[config.mk]
export PLATFORM = sky130hd
export DESIGN_NAME = bounce_sprite_engine
export DESIGN_NICKNAME = d
export VERILOG_FILES = /design/src/rtl/bounce_sprite_engine.sv
export SDC_FILE = /design/constraint.sdc
export NUM_CORES = 1
export LEC_CHECK = 0
export BUFFER_PORTS_ARGS = -buffer_cell sky130_fd_sc_hd__buf_2
export CAP_MARGIN = 15
export CORE_MARGIN = 4
export CORE_UTILIZATION = 30
export CTS_BUF_LIST = sky130_fd_sc_hd__clkbuf_8
export DETAILED_ROUTE_END_ITERATION = 12
export PLACE_DENSITY_LB_ADDON = 0.15
export SLEW_MARGIN = 20
export SYNTH_ARGS = -nofsm -noshare
export SYNTH_HDL_FRONTEND = slang
export SYNTH_SLANG_ARGS = --single-unit
[constraint.sdc]
create_clock -name clk -period 4.61 [get_ports clk]
set_input_delay 0.6915 -clock clk [delete_from_list [all_inputs] [get_ports clk]]
set_output_delay 0.6915 -clock clk [all_outputs]
set_load 0.005 [all_outputs]
[src/rtl/bounce_sprite_engine.sv]
// Bouncing square sprites: one-sprite-per-cycle position sweep on frame_tick,
// plus fixed-priority compositing into a registered 6-bit colour.
module bounce_sprite_engine #(
   parameter int unsigned NUM_SPRITES   = 4,
   parameter int unsigned SIZE          = 64,
   parameter int unsigned H_ACTIVE      = 640,
   parameter int unsigned V_ACTIVE      = 480,
   parameter int unsigned X_SPACING     = 80,
   parameter logic [47:0] SPRITE_COLORS = 48'h0000_00F0_3C0C
) (
   input  logic       clk,
   input  logic       rst_n,
   input  logic       frame_tick,
   input  logic       pause,
   input  logic [1:0] speed_sel,
   input  logic       display_on,
   input  logic [9:0] pix_x,
   input  logic [9:0] pix_y,
   output logic [5:0] pix_rgb,
   output logic       busy,
   output logic [7:0] bounce_count
);

   localparam int unsigned IDX_W  = (NUM_SPRITES > 1) ? $clog2(NUM_SPRITES) : 1;
   localparam logic [10:0] X_LIM  = 11'(H_ACTIVE - SIZE);
   localparam logic [10:0] Y_LIM  = 11'(V_ACTIVE - SIZE);
   localparam logic [10:0] SIZE_W = 11'(SIZE);

   typedef enum logic {ST_IDLE, ST_UPDATE} state_t;

   state_t                 state_q, state_d;
   logic [IDX_W-1:0]       idx_q, idx_d;
   logic                   busy_q, busy_d;
   logic [7:0]             bounce_q, bounce_d;
   logic [5:0]             rgb_q, rgb_d;
   logic [9:0]             x_q [NUM_SPRITES];
   logic [9:0]             x_d [NUM_SPRITES];
   logic [9:0]             y_q [NUM_SPRITES];
   logic [9:0]             y_d [NUM_SPRITES];
   logic [NUM_SPRITES-1:0] dx_q, dx_d;   // 1 = moving towards 0
   logic [NUM_SPRITES-1:0] dy_q, dy_d;
   logic [11:0]            mv_x, mv_y;   // {bounced, new_dir, new_pos}

   function automatic logic [10:0] base_vx(input int i);
      return 11'(2 + (i % 4));
   endfunction

   function automatic logic [10:0] base_vy(input int i);
      return 11'(1 + (i % 3));
   endfunction

   // One axis step with wall clamp; the walls are at 0 and lim.
   function automatic logic [11:0] axis_move(input logic [9:0] pos, input logic neg,
                                             input logic [10:0] step, input logic [10:0] lim);
      logic signed [10:0] np;
      logic [11:0]        res;
      if (!neg) begin
         np = $signed({1'b0, pos}) + $signed(step);
         if (np >= $signed(lim)) res = {2'b11, lim[9:0]};
         else                    res = {2'b00, np[9:0]};
      end else begin
         np = $signed({1'b0, pos}) - $signed(step);
         if (np <= 11'sd0) res = {2'b10, 10'd0};
         else              res = {2'b01, np[9:0]};
      end
      return res;
   endfunction

   always_comb begin
      state_d  = state_q;
      idx_d    = idx_q;
      busy_d   = busy_q;
      bounce_d = bounce_q;
      x_d      = x_q;
      y_d      = y_q;
      dx_d     = dx_q;
      dy_d     = dy_q;
      mv_x     = '0;
      mv_y     = '0;
      case (state_q)
         ST_IDLE: begin
            if (frame_tick && !pause) begin
               state_d = ST_UPDATE;
               idx_d   = '0;
               busy_d  = 1'b1;
            end
         end
         ST_UPDATE: begin
            for (int i = 0; i < NUM_SPRITES; i++) begin
               if (idx_q == IDX_W'(i)) begin
                  mv_x    = axis_move(x_q[i], dx_q[i], base_vx(i) << speed_sel, X_LIM);
                  mv_y    = axis_move(y_q[i], dy_q[i], base_vy(i) << speed_sel, Y_LIM);
                  x_d[i]  = mv_x[9:0];
                  dx_d[i] = mv_x[10];
                  y_d[i]  = mv_y[9:0];
                  dy_d[i] = mv_y[10];
               end
            end
            if (mv_x[11] || mv_y[11]) bounce_d = bounce_q + 8'd1;
            if (idx_q == IDX_W'(NUM_SPRITES - 1)) begin
               state_d = ST_IDLE;
               busy_d  = 1'b0;
            end else begin
               idx_d = idx_q + IDX_W'(1);
            end
         end
      endcase
   end

   // Compositing: iterate high to low so the lowest covering index wins.
   always_comb begin
      rgb_d = '0;
      if (display_on) begin
         for (int i = NUM_SPRITES - 1; i >= 0; i--) begin
            if (({1'b0, pix_x} >= {1'b0, x_q[i]}) && ({1'b0, pix_x} < ({1'b0, x_q[i]} + SIZE_W)) &&
                ({1'b0, pix_y} >= {1'b0, y_q[i]}) && ({1'b0, pix_y} < ({1'b0, y_q[i]} + SIZE_W)))
               rgb_d = SPRITE_COLORS[6*i +: 6];
         end
      end
   end

   always_ff @(posedge clk or negedge rst_n) begin
      if (!rst_n) begin
         state_q  <= ST_IDLE;
         idx_q    <= '0;
         busy_q   <= 1'b0;
         bounce_q <= '0;
         rgb_q    <= '0;
         dx_q     <= '0;
         for (int i = 0; i < NUM_SPRITES; i++) begin
            x_q[i]  <= 10'(i * X_SPACING);
            y_q[i]  <= 10'(i * 32);
            dy_q[i] <= ((i % 2) == 1);
         end
      end else begin
         state_q  <= state_d;
         idx_q    <= idx_d;
         busy_q   <= busy_d;
         bounce_q <= bounce_d;
         rgb_q    <= rgb_d;
         x_q      <= x_d;
         y_q      <= y_d;
         dx_q     <= dx_d;
         dy_q     <= dy_d;
      end
   end

   assign pix_rgb      = rgb_q;
   assign busy         = busy_q;
   assign bounce_count = bounce_q;

endmodule

==> Yosys cells after proc, flatten, opt, wreduce, memory -nomap -nowiden <==
Index checks and enable logic that the tools add are counted.
{ "classes": {"mux": 48, "order_cmp": 32, "eq_ne": 6, "n_shift": 5, "n_addsub": 26, "reduce_logical": 23, "n_bitwise": 1} }
{ "op_table": {"columns": ["cell", "n"], "rows": [
  ["12-bit two-way mux", 34],
  ["10-bit by 7-bit adder with 11-bit output (second input constant)", 8],
  ["11-bit adder", 8],
  ["11-bit by 1-bit <= comparator with 1-bit output (second input constant)", 8],
  ["10-bit by 11-bit less-than comparator with 1-bit output", 8],
  ["11-bit subtractor", 8],
  ["10-bit greater-or-equal comparator", 8],
  ["11-bit by 10-bit greater-or-equal comparator with 1-bit output (second input constant)", 4],
  ["11-bit greater-or-equal comparator (second input constant)", 4],
  ["6-bit two-way mux", 5],
  ["2-bit by 2-bit << shifter with 11-bit output (first input constant)", 2],
  ["3-bit by 2-bit << shifter with 11-bit output (first input constant)", 2],
  ["2-bit AND reduction", 7],
  ["1-bit logical AND", 13],
  ["1-bit by 2-bit << shifter with 11-bit output (first input constant)", 1],
  ["8-bit by 1-bit adder with 8-bit output (second input constant)", 1],
  ["2-bit == test (second input constant)", 2],
  ["1-bit two-way mux", 4],
  ["2-bit two-way mux", 2],
  ["2-bit inequality test (second input constant)", 2],
  ["1-bit case mux with 2 select lines", 2],
  ["2-bit case mux with 2 select lines", 1],
  ["2-bit by 1-bit adder with 2-bit output (second input constant)", 1],
  ["2-bit by 1-bit == test with 1-bit output (second input constant)", 1],
  ["other kinds (5)", 5]
]} }
{ "word_totals": {"input_bits": 27, "elab_cells": 162, "reg_bits": 106} }

==> Longest topological paths before layout <==
Gate-level depths: netlist of run 1.
{ "logic_depth": {"depth_word": 12, "depth_mapped": 16, "depth_no_buf": 15} }

==> Worst setup path after synthesis of run 1 <==
OpenSTA, ideal clock, no wires.
{ "synth_timing": {"path_type": "input to register", "startpoint": "input speed_sel[1]", "endpoint": "register bounce_q[1] (netlist: bounce_count[1])", "arrival_time_ns": 4.527, "setup_slack_ns": -0.042, "stages": 14, "n_path_buf": 1, "t_required_ns": 4.485, "cell_sequence": "inv_1 -> ha_1 -> inv_1 -> ha_1 -> nand3b_1 -> a2111o_1 -> nor4_1 -> a2111o_1 -> and2_1 -> clkbuf_1 -> nor2_1 -> a2111oi_1 -> a311oi_4 -> mux2_4"} }
{ "synth_via": {"elab_chain_len": 12, "elab_cells_between_ends": 73} }
{ "synth_rtl": {"columns": ["element", "line", "text"], "rows": [
  ["from (decl)", "15", "input logic [1:0] speed_sel,"],
  ["2-bit by 2-bit << shifter with 11-bit output / 1-bit by 2-bit << shifter with 11-bit output (equally long branches)", "91, 92", null],
  ["11-bit adder / 11-bit subtractor (equally long branches)", "58, 62", null],
  ["11-bit greater-or-equal comparator (tied with other cells)", "59", "if (np >= $signed(lim)) res = {2'b11, lim[9:0]};"],
  ["12-bit two-way mux (on tied branches)", "59, 63", null],
  ["12-bit two-way mux", "57", "if (!neg) begin"],
  ["12-bit two-way mux (4 in a row)", "90", "if (idx_q == IDX_W'(i)) begin"],
  ["12-bit two-way mux", "80", "case (state_q)"],
  ["1-bit logical OR (*)", "99", "if (mv_x[11] || mv_y[11]) bounce_d = bounce_q + 8'd1;"],
  ["2-bit AND reduction (no line) (*)", null, null],
  ["to (signal assigned)", "139", "bounce_q <= bounce_d;"],
  ["to (decl)", "34", "logic [7:0] bounce_q, bounce_d;"]
]} }
Every way passes the cells marked *; elsewhere a longest branch is shown, timed or not. The select of a mux whose other input is x is not followed.
A chain may end at the register's enable or synchronous reset.

==> Worst setup path after layout of run 1 <==
Ends and elaborated chain as after synthesis.

==> out/qor.txt, run 1 <==
Setup TNS: 0 ns
Die footprint: 48800 sq um
Worst reg2reg startpoint: x_q[20]
Max-capacitance violation count: 0
Critical Path Start Type: primary input
Number of antenna violations at the first check in global routing: 0
Overall global routing resource usage: 18.2%
Met3 track demand over resource: 2.60%
Sw power: 5.63 mW
Flop and latch count out of synthesis: 103
I/O Buffers: 41
Shortest clock period the worst path allows after layout: 4.35 ns
Critical path required time: 4.93 ns
Per-cell routed wire length: 19.1 um
Worst-path cell chain: buf_2 -> inv_1 -> ha_1 -> buf_4 -> nand2b_1 -> inv_1 -> fa_1 -> or3b_1 -> a211oi_1 -> nor3_1 -> nor4_1 -> mux2i_1 -> o211ai_1 -> a2111oi_1 -> buf_4 -> a311oi_4 -> buf_12 -> mux2_4
Final weighted congestion in routability-driven placement: 0.890
Met2 capacity usage during global routing: 30.0%
Share of power burned in the clock network: 6.1%
Area inside the core boundary: 44500 sq um
Post-CTS Hold Buffers: 0
Most used flip-flop cell after synthesis: sky130_fd_sc_hd__dfrtp_1
Logic gate share of total power: 73.1%
Via count of the first global-routing pass: 13200
Worst-path maximum fanout: 8
Cts bufs inserted: 9
Fmax: 230 MHz
Most used routing layer in global routing: met2
Share of the yosys chip area belonging to registers: 19.1%
Setup slack, reg-to-reg: 0.67 ns
Cell at the slowest stage of the critical path: sky130_fd_sc_hd__fa_1
Stage delay of the slowest cell on the critical path: 0.44 ns
Via total after detailed routing: 13400
Transition time at the pin with the least slew margin: 0.912 ns
Number of vias per cell: 5.65
Post-Syn Nets: 1954
RSZ-0062 raised after global routing: no
Layout Nets: 2025
Number of filler instances in the final layout: 4737
IR Drop Worst-Case VDD: 0.214 mV
Clock sink count: 103
Final worst-path cycle share: 94.3%
Total of endpoints with negative setup slack in the final report: 0
Average footprint of a synthesized cell: 7.97 sq um
Critical path startpoint: speed_sel[1]
Effective utilization at floorplan: 30.5%
I/O Pins: 42
Synthesized cell area: 13600 sq um
Horizontal extent of the die: 221 um
CTS Buffer Depth: 2
Top post-synthesis cells by area: sky130_fd_sc_hd__ha_1, sky130_fd_sc_hd__dfrtp_1, sky130_fd_sc_hd__o21ai_0
Number of hold violations in the final report: 0
CTS-repair resized insts: 0
Number of levels in the clock H-tree: 3
Antenna cell count: 0
Remaining routing DRC violations: 0
Clock insertion delay at the later pin of the skew report: 0.43 ns
Wire length of the first global-routing pass: 72.9 mm
Cell Pwr Density: 682 nW/um^2
Lkg Pwr: 6.54 nW
Ys Warns: 0
Top cell type by total area after synthesis: sky130_fd_sc_hd__ha_1
Worst r2r dst: bounce_count[1]
Clock tree from TritonCTS: done
Vertical die dimension: 221 um
Root Driver: sky130_fd_sc_hd__clkbuf_8
Critical path depth in cells: 18
Internal: 4.72 mW
Overall overflow remaining after global route: 0
Element type at the critical path end: register
Most frequent cells after synthesis: sky130_fd_sc_hd__ha_1, sky130_fd_sc_hd__inv_1, sky130_fd_sc_hd__o21ai_0, sky130_fd_sc_hd__a21oi_1, sky130_fd_sc_hd__nand2_1
Share of layout cells above drive strength 1: 11.6%
Clk pin slew, worst setup/hold paths: 0.12 ns
Antenna Violating Nets Remaining: 0
Cells after synthesis: 1705
Critical Path End: bounce_count[1]
Total Wirelength: 45.3 mm
Ys async rst share: 100%
Number of different library cells in the post-synthesis netlist: 91
Cell depth of the worst flop-to-flop path: 13
Largest net degree at the start of global routing: 45
Drt pass-1 iters: 7
Fraction of synthesized cell area taken by the top area cell type: 19.2%
Worst hold path type: primary input to asynchronous set/reset pin
CP Data Arrival Time: 4.67 ns
Synthesis-to-layout area growth: 11.5%
Fin util: 34.1%
GRT met1 Usage: 25.0%
Setup CP Type: primary input to register
Tot Pwr: 10.3 mW
Worst path bufs/invs: 6
Cell with the most instances after synthesis: sky130_fd_sc_hd__ha_1
Outcome: complete, no violations
HPWL reported at the end of detailed placement: 35.2 mm
Buffers inserted during post-CTS setup optimization: 0
Max transition margin: 38.4%
Number of pins exceeding their max-slew limit in the final report: 0
Share of total power in sequential cells: 20.8%
Switching part of the total power: 54.4%
Kind of cell with the highest combined delay on the critical path: simple AND/OR/NAND/NOR gates
Post-synth EDFFs: 0
Std-Cell Rows: 77
Number of design-rule violations left by the first detailed-router iteration: 1061
Clock tree skew after final layout: 0.0182 ns
[how the worst min path moves through the flow]
stage,end,depth (start not counted)
2_1_floorplan,bounce_count[0],0
3_3_place_gp,bounce_count[7],1
3_5_place_dp,bounce_count[7],1
4_1_cts,x_q[18],1
5_1_grt,x_q[18],1
6_report,x_q[18],1
[power groups by stage]
stage / Clock [mW] / Sequential, mW / Combinational, mW
2_1_floorplan: 0 / 1.64 / 5.62
3_3_place_gp: 0 / 2.18 / 7.47
3_5_place_dp: 0 / 2.15 / 7.48
4_1_cts: 0.664 / 2.14 / 7.53
5_1_grt: 0.693 / 2.24 / 8.47
6_report: 0.629 / 2.15 / 7.56
[cell type report]
type	instances	area, sq um	share of cell area, %
Sequential cell	103	2590	17.1
Clock inverter	7	62.6	0.413
Tap cell	592	741	4.89
Timing Repair Buffer	140	963	6.36
Inverter	140	526	3.47
Clock buffer	9	124	0.817
Multi-Input combinational cell	1382	10100	66.9
[sequential cells by signal, summed over array words and instances (netlist names)]
signal and flops:
state_q 1, busy 1, pix_rgb 3, x_q 40
bounce_count 8, dx_q 4, idx_q 2, dy_q 4
y_q 40
[per-stage QoR]
| stage | setup WS, ns | cells | hold WS, ns | area [sq um] |
|---|---|---|---|---|
| after floorplan | 0.226 | 1705 | 0.396 | 13600 |
| after global placement | -0.0811 | 2357 | 0.466 | 15000 |
| after detailed placement | -0.151 | 2357 | 0.464 | 15000 |
| after CTS | 0.316 | 2373 | 0.285 | 15200 |
| after global routing | 0.0389 | 2373 | 0.293 | 15200 |
| final | 0.262 | 2373 | 0.269 | 15200 |
[cells by family (layout without fill, tap and decap cells)]
| logic type | Yosys count | after routing | synth area share, % |
|---|---|---|---|
| adder cells (fa/ha/maj) | 222 | 222 | 21.1 |
| buffers and inverters | 220 | 296 | 6.29 |
| AND/OR/NAND/NOR | 504 | 504 | 19.3 |
| flip-flops | 103 | 103 | 19.1 |
| XOR/XNOR | 58 | 58 | 3.74 |
| AO/OA/AOI/OAI | 589 | 589 | 29.7 |
| multiplexers | 9 | 9 | 0.718 |
[routing by layer]
metal / vias up / part of all wire [%]
met3: 70 / 4.5
met1: 6442 / 47
met2: 399 / 46
met5: - / 0
met4: 0 / 2.4
li1: 6485 / -
[cell usage in the layout (no fill, tap or decap), types with 36 or more instances in the layout]
cell type and n:
sky130_fd_sc_hd__a21oi_1 113, sky130_fd_sc_hd__buf_2 40, sky130_fd_sc_hd__buf_4 99, sky130_fd_sc_hd__dfrtp_1 89, sky130_fd_sc_hd__ha_1 208, sky130_fd_sc_hd__inv_1 138
sky130_fd_sc_hd__nand2_1 112, sky130_fd_sc_hd__nand3_1 51, sky130_fd_sc_hd__nor2_1 99, sky130_fd_sc_hd__nor2b_1 41, sky130_fd_sc_hd__nor3_1 36, sky130_fd_sc_hd__o21ai_0 137
sky130_fd_sc_hd__xnor2_1 54
(Power assumes the default switching activity.)
==> inputs of run 2 (changes only) <==
--- a/config.mk
+++ b/config.mk
@@ -5,6 +5,7 @@
 export SDC_FILE = /design/constraint.sdc
 export NUM_CORES = 1
 export LEC_CHECK = 0
+export ABC_AREA = 1
 export BUFFER_PORTS_ARGS = -buffer_cell sky130_fd_sc_hd__buf_2
 export CAP_MARGIN = 15
 export CORE_MARGIN = 4
==> out/qor.txt, run 2 <==
Outcome: complete, no violations (unchanged)
Overall overflow remaining after global route: 0 (unchanged)
Number of pins exceeding their max-slew limit in the final report: 0 (unchanged)
Most frequent CP cell: sky130_fd_sc_hd__nand2_1
Setup slack, reg-to-reg: 1.32 ns (was 0.67 ns)
Vertical die dimension: 221 um (about the same)
Cell at the slowest stage of the critical path: sky130_fd_sc_hd__ha_1 (was sky130_fd_sc_hd__fa_1)
Clock insertion delay at the later pin of the skew report: 0.47 ns (was 0.43 ns)
Cts bufs inserted: 9 (unchanged)
Synthesized cell area: 13700 sq um (was 13600 sq um)
Top post-synthesis cells by area: sky130_fd_sc_hd__ha_1, sky130_fd_sc_hd__dfrtp_1, sky130_fd_sc_hd__nand2_1 (was sky130_fd_sc_hd__ha_1, sky130_fd_sc_hd__dfrtp_1, sky130_fd_sc_hd__o21ai_0)
Via total after detailed routing: 13500 (was 13400)
Via count of the first global-routing pass: 13100 (was 13200)
Top cell type by total area after synthesis: sky130_fd_sc_hd__ha_1 (unchanged)
RSZ-0062 raised after global routing: no (unchanged)
Setup CP Type: primary input to register (unchanged)
Tot Pwr: 9.48 mW (was 10.3 mW)
Die footprint: 49000 sq um (was 48800 sq um)
Worst-path maximum fanout: 9 (was 8)
Synthesis-to-layout area growth: 7.90% (was 11.5%)
Post-layout instance count excluding filler cells: 2661 (was 2373)
Stage delay of the slowest cell on the critical path: 0.35 ns (was 0.44 ns)
Cell depth of the worst flop-to-flop path: 9 (was 13)
I/O Pins: 42 (unchanged)
Number of levels in the clock H-tree: 3 (unchanged)
Root Driver: sky130_fd_sc_hd__clkbuf_8 (unchanged)
Number of different library cells in the post-synthesis netlist: 62 (was 91)
Std-Cell Rows: 77 (unchanged)
Number of design-rule violations left by the first detailed-router iteration: 957 (was 1061)
Fraction of synthesized cell area taken by the top area cell type: 19.2% (about the same)
Ys Warns: 0 (unchanged)
Max-capacitance violation count: 0 (unchanged)
Critical path depth in cells: 24 (was 18)
Shortest clock period the worst path allows after layout: 3.67 ns (was 4.35 ns)
Final worst-path cycle share: 79.6% (was 94.3%)
Share of layout cells above drive strength 1: 7.40% (was 11.6%)
Worst path bufs/invs: 4 (was 6)
Total Wirelength: 45.9 mm (was 45.3 mm)
Fin util: 33.0% (was 34.1%)
Final weighted congestion in routability-driven placement: 0.932 (was 0.890)
Max transition margin: 35.1% (was 38.4%)
Clock tree from TritonCTS: done (unchanged)
Effective utilization at floorplan: 30.6% (was 30.5%)
Overall global routing resource usage: 18.5% (was 18.2%)
Share of the yosys chip area belonging to registers: 19.0% (was 19.1%)
Horizontal extent of the die: 221 um (about the same)
Number of vias per cell: 5.06 (was 5.65)
Kind of cell with the highest combined delay on the critical path: simple AND/OR/NAND/NOR gates (unchanged)
Cells after synthesis: 2032 (was 1705)
Critical Path Start Type: primary input (unchanged)
Number of hold violations in the final report: 0 (unchanged)
Element type at the critical path end: register (unchanged)
Wire length of the first global-routing pass: 73.5 mm (was 72.9 mm)
Fmax: 273 MHz (was 230 MHz)
Setup TNS: 0 ns (unchanged)
CTS-repair resized insts: 0 (unchanged)
Cell with the most instances after synthesis: sky130_fd_sc_hd__nand2_1 (was sky130_fd_sc_hd__ha_1)
Worst-case setup margin in the final layout: 0.941 ns (was 0.262 ns)
Ys async rst share: 100% (unchanged)
Critical path required time: 4.97 ns (was 4.93 ns)
Post-synth EDFFs: 0 (unchanged)
Area inside the core boundary: 44600 sq um (was 44500 sq um)
Worst hold path type: primary input to asynchronous set/reset pin (unchanged)
Clock tree skew after final layout: 0.0227 ns (was 0.0182 ns)
Clock sink count: 103 (unchanged)
Number of antenna violations at the first check in global routing: 2 (was 0)
Cell Pwr Density: 643 nW/um^2 (was 682 nW/um^2)
HPWL reported at the end of detailed placement: 36.6 mm (was 35.2 mm)
Clk pin slew, worst setup/hold paths: 0.14 ns (was 0.12 ns)
Post-Syn Nets: 2281 (was 1954)
Worst-path cell chain: buf_2 -> inv_1 -> ha_1 -> inv_1 -> buf_4 -> ha_1 -> a21oi_1 -> nand2_1 -> nand2_1 -> nand3_1 -> nand2_1 -> nand2_1 -> nor2_1 -> nand3b_1 -> nand2_1 -> nand2_1 -> nand2_1 -> nand2_1 -> nand3_1 -> nand2_1 -> nand2_4 -> nand2_4 -> nand2_1 -> nand2_1 (was buf_2 -> inv_1 -> ha_1 -> buf_4 -> nand2b_1 -> inv_1 -> fa_1 -> or3b_1 -> a211oi_1 -> nor3_1 -> nor4_1 -> mux2i_1 -> o211ai_1 -> a2111oi_1 -> buf_4 -> a311oi_4 -> buf_12 -> mux2_4)
Transition time at the pin with the least slew margin: 0.972 ns (was 0.912 ns)
Total of endpoints with negative setup slack in the final report: 0 (unchanged)
Buffers inserted during post-CTS setup optimization: 0 (unchanged)
Lkg Pwr: 7.60 nW (was 6.54 nW)
Most frequent cells after synthesis: sky130_fd_sc_hd__nand2_1, sky130_fd_sc_hd__inv_1, sky130_fd_sc_hd__ha_1, sky130_fd_sc_hd__nor2_1, sky130_fd_sc_hd__nand3_1 (was sky130_fd_sc_hd__ha_1, sky130_fd_sc_hd__inv_1, sky130_fd_sc_hd__o21ai_0, sky130_fd_sc_hd__a21oi_1, sky130_fd_sc_hd__nand2_1)
Most common library cell in the layout ignoring fill and taps: sky130_fd_sc_hd__nand2_1 (was sky130_fd_sc_hd__ha_1)
Worst slack, placed: 0.427 ns (was -0.151 ns)
Largest net degree at the start of global routing: 57 (was 45)
Average footprint of a synthesized cell: 6.72 sq um (was 7.97 sq um)
Antenna Violating Nets Remaining: 0 (unchanged)
Most used flip-flop cell after synthesis: sky130_fd_sc_hd__dfrtp_1 (unchanged)
Layout Nets: 2311 (was 2025)
Flop and latch count out of synthesis: 103 (unchanged)
Drt pass-1 iters: 7 (unchanged)
CP Data Arrival Time: 4.02 ns (was 4.67 ns)
Post-CTS Hold Buffers: 0 (unchanged)
Remaining routing DRC violations: 0 (unchanged)
Most frequent cells in the layout: sky130_fd_sc_hd__nand2_1, sky130_fd_sc_hd__inv_1, sky130_fd_sc_hd__ha_1 (was sky130_fd_sc_hd__ha_1, sky130_fd_sc_hd__inv_1, sky130_fd_sc_hd__o21ai_0)
I/O Buffers: 41 (unchanged)
Per-cell routed wire length: 17.2 um (was 19.1 um)
CTS Buffer Depth: 2 (unchanged)
Cell Count Post-Placement: 2643 (was 2357)
IR Drop Worst-Case VDD: 0.229 mV (was 0.214 mV)
-- run 2: final cells by class --
class	instances	area (sq um)
inverters	277	1050
clock inverters	7	80.1
flip-flops and latches	103	2590
repair buffers	57	340
diodes	2	5.00
clock buffers	9	124
fillers	4905	29900
multi-input cells	1614	9800
well taps	592	741
-- run 2: routing by layer --
| metal | global-route usage, % | up-vias | share of wire, % |
|---|---|---|---|
| met4 | 4.59 | 0 | 2.2 |
| met5 | 0 | - | 0 |
| met1 | 25.2 | 6319 | 49 |
| met3 | 2.56 | 53 | 3.0 |
| li1 | - | 6838 | - |
| met2 | 31.1 | 247 | 46 |
-- run 2: per-stage QoR --
stage / area (sq um) / hold slack (ns)
after floorplan: 13700 / 0.396
after global placement: 14500 / 0.512
after detailed placement: 14500 / 0.521
after CTS: 14700 / 0.278
after global routing: 14700 / 0.307
final: 14700 / 0.274
-- run 2: worst paths after layout --
kind | from | end
setup / recovery | speed_sel[1] | bounce_count[1]
hold / removal | rst_n | x_q[19]
setup reg to reg | x_q[16] | pix_rgb[1]
hold reg to reg | busy | busy
max in group asynchronous | rst_n | x_q[5]
min in group clk | busy | busy
-- run 2: worst register-to-register path, stage by stage (launching register included) --
cell	delay, ns
sky130_fd_sc_hd__dfrtp_1	0.53
sky130_fd_sc_hd__inv_1	0.23
sky130_fd_sc_hd__ha_1	0.33
sky130_fd_sc_hd__inv_1	0.04
sky130_fd_sc_hd__ha_1	0.17
sky130_fd_sc_hd__a21oi_1	0.13
sky130_fd_sc_hd__o21ai_0	0.11
sky130_fd_sc_hd__a211oi_1	0.70
sky130_fd_sc_hd__nand4_1	0.31
sky130_fd_sc_hd__nor3b_1	0.57
-- run 2: power breakdown --
group	leakage (nW)	switching, mW	internal [mW]
Sequential	1.21	0.585	1.32
Clock	0.0964	0.434	0.257
Combinational	6.29	4.52	2.37
-- run 2: cell families after synthesis --
family | Yosys count | share of synthesized area (%)
buffers and inverters | 315 | 9.21
xor gates and xnor gates | 78 | 5.06
AOI/OAI and AO/OA | 378 | 16.0
adders and majority gates | 222 | 21.1
DFF | 103 | 19.0
and+or+nand+nor | 936 | 29.7
==> inputs of run 3 (changes only) <==
==> constraint.sdc (replaced) <==
create_clock -name clk -period 3.5 [get_ports clk]
set_input_delay 0.525 -clock clk [delete_from_list [all_inputs] [get_ports clk]]
set_output_delay 0.525 -clock clk [all_outputs]
set_load 0.005 [all_outputs]
==> out/qor.txt, run 3 (same netlist as run 2, synthesis figures left out) <==
Worst hold path type: primary input to register (was primary input to asynchronous set/reset pin)
Cell Count Post-Placement: 2831 (was 2643)
Total of endpoints with negative setup slack in the final report: 0 (unchanged)
I/O Buffers: 41 (unchanged)
Critical path required time: 3.86 ns (was 4.97 ns)
Cell Pwr Density: 857 nW/um^2 (was 643 nW/um^2)
I/O Pins: 42 (unchanged)
Layout Nets: 2500 (was 2311)
Fin util: 36.3% (was 33.0%)
Overall overflow remaining after global route: 0 (unchanged)
Clock sink count: 103 (unchanged)
Antenna cell count: 0 (was 2)
Worst-case setup margin in the final layout: 0.273 ns (was 0.941 ns)
Via count of the first global-routing pass: 13700 (was 13100)
Most frequent CP cell: sky130_fd_sc_hd__nand2_1 (unchanged)
Share of layout cells above drive strength 1: 15.2% (was 7.40%)
Final weighted congestion in routability-driven placement: 0.901 (was 0.932)
RSZ-0062 raised after global routing: no (unchanged)
Area inside the core boundary: 44600 sq um (unchanged)
Per-cell routed wire length: 16.4 um (was 17.2 um)
IR Drop Worst-Case VDD: 0.246 mV (was 0.229 mV)
Antenna Violating Nets Remaining: 0 (unchanged)
HPWL reported at the end of detailed placement: 38.4 mm (was 36.6 mm)
Most frequent cells in the layout: sky130_fd_sc_hd__nand2_1, sky130_fd_sc_hd__inv_1, sky130_fd_sc_hd__ha_1 (unchanged)
Clock tree from TritonCTS: done (unchanged)
Fmax: 310 MHz
Number of levels in the clock H-tree: 3 (unchanged)
Number of antenna violations at the first check in global routing: 1 (was 2)
Summed area of non-filler cells in the final layout: 16200 sq um (was 14700 sq um)
Kind of cell with the highest combined delay on the critical path: simple AND/OR/NAND/NOR gates (unchanged)
Clock insertion delay at the later pin of the skew report: 0.46 ns (was 0.47 ns)
Placed cell areas: 16000 sq um (was 14500 sq um)
Transition time at the pin with the least slew margin: 0.717 ns (was 0.972 ns)
Post-layout instance count excluding filler cells: 2848 (was 2661)
Cts bufs inserted: 9 (unchanged)
Tot Pwr: 13.9 mW (was 9.48 mW)
Synthesis-to-layout area growth: 18.5% (was 7.90%)
Number of hold violations in the final report: 0 (unchanged)
Vertical die dimension: 221 um (unchanged)
Setup CP Type: primary input to register (unchanged)
Worst path bufs/invs: 5 (was 4)
Stage delay of the slowest cell on the critical path: 0.34 ns (was 0.35 ns)
Cell at the slowest stage of the critical path: sky130_fd_sc_hd__ha_1 (unchanged)
Worst slack, placed: -0.273 ns (was 0.427 ns)
Drt pass-1 iters: 7 (unchanged)
Lkg Pwr: 8.50 nW (was 7.60 nW)
Worst-path cell chain: buf_2 -> buf_4 -> ha_1 -> inv_1 -> buf_4 -> ha_1 -> a21oi_1 -> nand2_1 -> nand2_1 -> nand2_1 -> inv_1 -> nand3_1 -> nor2_1 -> nand4_1 -> nand2_2 -> nand2_1 -> nand2_1 -> nand2_1 -> nand3_1 -> nand2_1 -> nand2_4 -> nand2_4 -> nand2_1 -> nand2_1 (was buf_2 -> inv_1 -> ha_1 -> inv_1 -> buf_4 -> ha_1 -> a21oi_1 -> nand2_1 -> nand2_1 -> nand3_1 -> nand2_1 -> nand2_1 -> nor2_1 -> nand3b_1 -> nand2_1 -> nand2_1 -> nand2_1 -> nand2_1 -> nand3_1 -> nand2_1 -> nand2_4 -> nand2_4 -> nand2_1 -> nand2_1)
Max transition margin: 51.6% (was 35.1%)
Largest net degree at the start of global routing: 55 (was 57)
Overall global routing resource usage: 19.1% (was 18.5%)
Clk pin slew, worst setup/hold paths: 0.13 ns (was 0.14 ns)
Number of vias per cell: 4.91 (was 5.06)
Remaining routing DRC violations: 0 (unchanged)
Number of pins exceeding their max-slew limit in the final report: 0 (unchanged)
Worst-path maximum fanout: 8 (was 9)
CP Data Arrival Time: 3.59 ns (was 4.02 ns)
Horizontal extent of the die: 221 um (unchanged)
Element type at the critical path end: register (unchanged)
Std-Cell Rows: 77 (unchanged)
Die footprint: 49000 sq um (unchanged)
Total Wirelength: 46.8 mm (was 45.9 mm)
Effective utilization at floorplan: 30.6% (unchanged)
Wire length of the first global-routing pass: 75.8 mm (was 73.5 mm)
Max-capacitance violation count: 0 (unchanged)
Shortest clock period the worst path allows after layout: 3.23 ns
Clock tree skew after final layout: 0.0187 ns (was 0.0227 ns)
Outcome: complete, no violations (unchanged)
Via total after detailed routing: 14000 (was 13500)
Root Driver: sky130_fd_sc_hd__clkbuf_8 (unchanged)
CTS Buffer Depth: 2 (unchanged)
Final worst-path cycle share: 92.2%
Critical Path Start Type: primary input (unchanged)
Number of design-rule violations left by the first detailed-router iteration: 848 (was 957)
Most common library cell in the layout ignoring fill and taps: sky130_fd_sc_hd__nand2_1 (unchanged)
## run 3: cell count changes in the layout (fill, tap and decap cells not counted), sizes merged
cell / delta
clkinvlp: -2
dlygate4sd3: +1
clkinv: +1
diode: -2
buf: +188
inv: +2
bufinv: -1
## run 3: report_power, final
part           internal (mW)  switching [mW]
logic                   4.31            6.24
registers               1.73           0.739
clock network          0.275           0.566
## run 3: per-stage QoR
step	TNS [ns]	hold slack, ns
finish	0	0.409
global route	0	0.377
CTS	0	0.355
detailed placement	-2.13	0.483
global placement	-1.71	0.480
floorplan	0	0.229
## run 3: cell type report
class	instances	area, sq um
clock buffer	9	124
sequential	103	2590
timing repair buffer	246	1800
fill	4780	28400
tap	592	741
multi-input combinational	1614	9810
inverter	277	1050
clock inverter	7	62.6
## run 3: repair_timing
action | 4_1_cts | 5_1_grt
endpoints found under the hold margin | 22 | 0
hold buffers | 1 | 0
buffers inserted | 0 | 0
resized for setup | 0 | 2
setup endpoints to repair | 0 | 4
## run 3: worst paths after layout
path | start | endpoint | slack [ns] | cells after the start
worst max-delay path | speed_sel[0] | bounce_count[0] | 0.27 | 24
worst max register to register | y_q[30] | bounce_count[0] | 0.43 | 21
max in group asynchronous | rst_n | y_q[25] | 2.15 | 3
worst min-delay path | display_on | pix_rgb[1] | 0.41 | 3
min in group asynchronous | rst_n | x_q[19] | 0.52 | 2
worst min register to register | busy | busy | 0.53 | 2
## run 3: routing by layer
metal / GRT usage [%] / vias up / wire, um
li1: - / 7203 / -
met1: 27.1 / 6503 / 23400
met2: 31.1 / 224 / 21000
met3: 1.93 / 41 / 1470
met4: 5.29 / 2 / 888
met5: 0 / - / 13
## run 3: worst register-to-register path, cell delays in order, from the launching register on
cell	delay, ns
sky130_fd_sc_hd__dfrtp_1	0.46
sky130_fd_sc_hd__inv_1	0.08
sky130_fd_sc_hd__nand2_1	0.09
sky130_fd_sc_hd__inv_1	0.06
sky130_fd_sc_hd__fa_1	0.40
sky130_fd_sc_hd__buf_4	0.15
sky130_fd_sc_hd__xor2_1	0.16
sky130_fd_sc_hd__nand3_1	0.09
sky130_fd_sc_hd__nor2_1	0.10
sky130_fd_sc_hd__nand3_1	0.11
sky130_fd_sc_hd__nor2_1	0.13
sky130_fd_sc_hd__nand4_1	0.13
sky130_fd_sc_hd__nand2_2	0.10
sky130_fd_sc_hd__nand2_1	0.09
sky130_fd_sc_hd__nand2_1	0.19
sky130_fd_sc_hd__nand2_1	0.13
sky130_fd_sc_hd__nand3_1	0.09
sky130_fd_sc_hd__nand2_1	0.11
sky130_fd_sc_hd__nand2_4	0.11
sky130_fd_sc_hd__nand2_4	0.08
sky130_fd_sc_hd__nand2_1	0.07
sky130_fd_sc_hd__nand2_1	0.06
